### config.mk
export PLATFORM = sky130hd
export DESIGN_NAME = branch_pred_unit
export DESIGN_NICKNAME = d
export VERILOG_FILES = /design/src/rtl/branch_pred_unit.sv
export SDC_FILE = /design/constraint.sdc
export NUM_CORES = 2
export LEC_CHECK = 0
export CAP_MARGIN = 20
export CORE_ASPECT_RATIO = 0.75
export CORE_MARGIN = 1.5
export CORE_UTILIZATION = 35
export CTS_CLUSTER_DIAMETER = 60
export DETAILED_ROUTE_END_ITERATION = 16
export PLACE_DENSITY = 0.59
export SYNTH_ARGS = -nofsm -noshare
export SYNTH_HDL_FRONTEND = slang
export SYNTH_SLANG_ARGS = --single-unit
### constraint.sdc
create_clock -name clk -period 7.9 [get_ports clk]
set_clock_uncertainty 0.05 [all_clocks]
set_input_delay 1.58 -clock clk [delete_from_list [all_inputs] [get_ports clk]]
set_output_delay 1.58 -clock clk [all_outputs]
set_load 0.005 [all_outputs]
### src/rtl/branch_pred_unit.sv
// Fetch-side 2-bit BHT + direct-mapped BTB predictor with execute-stage training
// and a held, handshaked redirect to the IFU on mispredict.
module branch_pred_unit #(
  parameter  int XLEN      = 32,
  parameter  int BHT_DEPTH = 64,
  localparam int IDX_W     = $clog2(BHT_DEPTH)
) (
  input  logic            clk,
  input  logic            rst,
  input  logic            if_req_valid,
  input  logic [XLEN-1:0] if_req_pc,
  output logic            pred_valid,
  output logic            pred_taken,
  output logic [XLEN-1:0] pred_target,
  input  logic            ex_valid,
  input  logic [XLEN-1:0] ex_pc,
  input  logic            ex_taken,
  input  logic [XLEN-1:0] ex_target,
  input  logic            ex_pred_taken,
  input  logic [XLEN-1:0] ex_pred_target,
  output logic            redirect_valid,
  input  logic            redirect_ready,
  output logic [XLEN-1:0] redirect_pc,
  output logic            flush
);

  logic [1:0]      cnt_reg     [BHT_DEPTH];
  logic            btb_vld_reg [BHT_DEPTH];
  logic [XLEN-1:0] btb_tgt_reg [BHT_DEPTH];

  logic            pred_valid_reg;
  logic            pred_taken_reg;
  logic [XLEN-1:0] pred_target_reg;
  logic            redirect_valid_reg;
  logic [XLEN-1:0] redirect_pc_reg;
  logic            flush_reg;

  logic [IDX_W-1:0] if_idx;
  logic [IDX_W-1:0] ex_idx;
  logic             upd_en;
  logic             mis;
  logic [XLEN-1:0]  redirect_pc_next;
  logic             unused_pc_bits;

  assign if_idx = if_req_pc[IDX_W+1:2];
  assign ex_idx = ex_pc[IDX_W+1:2];
  assign unused_pc_bits = ^{if_req_pc[XLEN-1:IDX_W+2], if_req_pc[1:0]};

  // Anything resolving while a redirect is outstanding is wrong-path and ignored.
  assign upd_en = ex_valid & ~redirect_valid_reg;
  assign mis    = (ex_pred_taken != ex_taken) |
                  (ex_taken & ex_pred_taken & (ex_pred_target != ex_target));
  assign redirect_pc_next = ex_taken ? ex_target : ex_pc + XLEN'(4);

  generate
    for (genvar gi = 0; gi < BHT_DEPTH; gi++) begin : g_entry
      always_ff @(posedge clk) begin
        if (rst) begin
          cnt_reg[gi]     <= 2'b01;
          btb_vld_reg[gi] <= 1'b0;
          btb_tgt_reg[gi] <= '0;
        end else if (upd_en && (ex_idx == IDX_W'(gi))) begin
          if (ex_taken) begin
            cnt_reg[gi]     <= (cnt_reg[gi] == 2'b11) ? 2'b11 : cnt_reg[gi] + 2'b01;
            btb_vld_reg[gi] <= 1'b1;
            btb_tgt_reg[gi] <= ex_target;
          end else begin
            cnt_reg[gi]     <= (cnt_reg[gi] == 2'b00) ? 2'b00 : cnt_reg[gi] - 2'b01;
          end
        end
      end
    end
  endgenerate

  // Lookup samples the table before this cycle's update lands (read-old).
  always_ff @(posedge clk) begin
    if (rst) begin
      pred_valid_reg  <= 1'b0;
      pred_taken_reg  <= 1'b0;
      pred_target_reg <= '0;
    end else begin
      pred_valid_reg <= if_req_valid;
      if (if_req_valid) begin
        pred_taken_reg  <= cnt_reg[if_idx][1] & btb_vld_reg[if_idx];
        pred_target_reg <= btb_tgt_reg[if_idx];
      end
    end
  end

  always_ff @(posedge clk) begin
    if (rst) begin
      redirect_valid_reg <= 1'b0;
      redirect_pc_reg    <= '0;
      flush_reg          <= 1'b0;
    end else begin
      flush_reg <= upd_en & mis;
      if (redirect_valid_reg) begin
        if (redirect_ready) begin
          redirect_valid_reg <= 1'b0;
        end
      end else if (upd_en && mis) begin
        redirect_valid_reg <= 1'b1;
        redirect_pc_reg    <= redirect_pc_next;
      end
    end
  end

  assign pred_valid     = pred_valid_reg;
  assign pred_taken     = pred_taken_reg;
  assign pred_target    = pred_target_reg;
  assign redirect_valid = redirect_valid_reg;
  assign redirect_pc    = redirect_pc_reg;
  assign flush          = flush_reg;

endmodule

==> run summary <==
H-tree depth: 4
most used flip-flop cell after synthesis: edfxtp_1
top post-synthesis cells by area: edfxtp_1, mux4_2, and2_1
part of the Yosys area used for sequential elements: 64.85%
drt wl/cell: 29.21 µm
share of the synthesized area in the top cell type: 63.55%
crit path time final: 4.896 ns
Slew headroom: 14.32%
Worst-Margin Slew: 1.273 ns
drt first pass iters: 10
CTS tree: yes
vias per inst: 5.805
post-synthesis simple-gate area fraction: 14.17%
Cells after Synth: 7639
CP startpoint: ex_pc[2]
largest area contributor in the synthesized netlist: edfxtp_1
largest vdd supply drop: 0.0001812 V
run status: complete, no violations
worst-skew pair later-pin latency: 0.88 ns
GRT Total Usage: 21.57%
launch point of the worst reg-to-reg path: redirect_valid
setup violators final: 0
TritonCTS buffer count: 219
Post-CTS Resized: 0
core area: 300200 µm²
most common cell after layout, fill and taps aside: edfxtp_1
Yosys reg bits: 2308
synth-to-layout area growth: 12.57%
CTS sink cnt: 2308
largest family of logic cells by synthesized area: simple AND/OR/NAND/NOR gates
# hold bufs at CTS: 0
critical path peak fanout: 20
multiplexer share of the synthesized area: 12.23%
pwr/cell area: 224.7 nW/µm²
critical path class: input port to flip-flop
Final Wtd Congestion: 0.8837
WP data arrival: 5.58 ns
area share of fa/ha/maj cells after synthesis: 0.6646%
max FFs per register: 2048
Max Slew Vio Count: 0
Compound-Gate Fraction of Synth Area: 3.905%
number of flops mapped to enable cells by yosys: 2239
DRT Wirelength: 338900 µm
die area: 305600 µm²
Clk pin slew, worst setup/hold paths: 0.07 ns
die height: 479.2 µm
clock tree buffer depth: 4
max-cap violations: 0
initial antenna violation count: 21
Initial DRC Count: 9293
critical path endpoint category: flip-flop
synthesized net count: 7779
post-CTS repair timing setup buffer count: 0
Post-Synth XOR/XNOR Area: 0.4553%
Worst Path Required: 8.59 ns
worst hold slack: 0.4182 ns
starting density of the core: 35.24%
final hold vios: 0
most frequent cells in the layout: edfxtp_1, nor3_1, and2_1
# rows: 174
Warnings, synthesis: 0
post-synthesis async set-or-reset flop share: 0%
Post-route DRC: 0
largest net degree at the start of global routing: 181
Leak: 0.04001 µW
vias in the first global route: 64350
clk root buf: clkbuf_16
total grt overflow: 0
Mapped Area: 105800 µm²
PortBufs: 176
f_max: 204.3 MHz
beginning of the worst hold path: redirect_pc[30]
share of layout cells above drive strength 1: 15.63%
I/O pin count: 203
Final Net Count: 7611
startpoint types: input port
crit share post-route: 61.97%
Final ANT Viol Nets: 0
Hold WC Path Type: flip-flop to flip-flop
first-pass GRT wire length: 479100 µm
vias: 67350
Post-Route Utilization: 39.67%
Total Neg Setup Slack: 0 ns
syn avg cell area: 13.85 µm²
RSZ-0062 raised after global routing: no
post-DP HPWL: 202600 µm
die span in x: 637.9 µm
number of distinct library cells after synthesis: 69
-- final cells by class --
class / instances / area, µm²
clock buffer: 285 / 5886
antenna: 3 / 7.507
timing repair buffer: 471 / 4182
multi-input combinational: 4370 / 34140
clock inverter: 104 / 903.4
fill: 27590 / 181100
tap: 3960 / 4955
inverter: 101 / 412.9
sequential: 2308 / 68620
-- cells in the mapped netlist, drive strengths merged, types with 3 or more instances --
master   count
and2      1047
a22oi       65
o311a        4
and3        11
clkbuf     674
o221ai       9
a221oi      32
a2111oi      4
nor2       151
a311oi       6
nand4       86
o31ai        3
dfxtp       69
ha           5
o41ai        7
mux4       390
edfxtp    2239
o2111ai      5
a41oi        3
inv         98
o21ai      210
a21oi      153
nor2b       11
nor3      1061
a211oi      69
o22ai       60
buf        186
mux2i      352
o211ai       8
a31oi       10
xnor2       17
mux2        56
nor4        76
maj3        64
xor2        38
a31o         8
nand3b       8
nand3       32
nand2b       9
clkinv       3
nand2      280
-- cells by family (layout without fill, tap and decap cells) --
family | after synthesis | after routing
buf+inv | 961 | 961
xor+xnor | 55 | 55
compound gates | 667 | 667
simple gates | 2781 | 2781
flops | 2308 | 2308
mux | 798 | 798
fa+ha+maj | 69 | 69
other cells | 0 | 3
-- critical path, stage by stage --
cell and delay (ns):
clkdlybuf4s50_1 0.55, inv_1 0.14, ha_1 0.27, and2_1 0.80, nand2_1 0.88, nor2_2 1.10
and2_1 0.23
-- final timing paths --
path / cells after the start / slack, ns / endpoint
hold / removal: 2 / 0.42 / redirect_pc[30]
setup reg to reg: 5 / 4.21 / btb_tgt_reg[56][10]
setup / recovery: 7 / 3.00 / btb_tgt_reg[50][8]
hold reg to reg: 2 / 0.42 / redirect_pc[30]
-- metrics by stage --
step	cells	power, µW	worst slack, ns	area [µm²]
6_report	11600	26770	3.004	119100
2_1_floorplan	7639	15530	2.413	105800
3_5_place_dp	11200	16570	2.235	112200
5_1_grt	11600	27430	3.025	119100
4_1_cts	11590	26830	3.163	119000
3_3_place_gp	11200	16520	2.264	112100
-- routing by layer --
layer	GRT usage, %	share of wire (%)	vias to the layer above
met3	4.867	11	520
met2	31.86	44	3633
met4	7.872	4.2	2
met1	31.05	41	34730
li1	-	-	28470
met5	0	0.0038	-
-- where the power goes --
| group | switching [µW] | internal [µW] | total (µW) |
|---|---|---|---|
| sequential | 168 | 13900 | 14000 |
| clock | 4680 | 5750 | 10400 |
| combinational | 1590 | 714 | 2310 |
| total | 6450 | 20300 | 26800 |
Power figures use the tool's default switching activity.
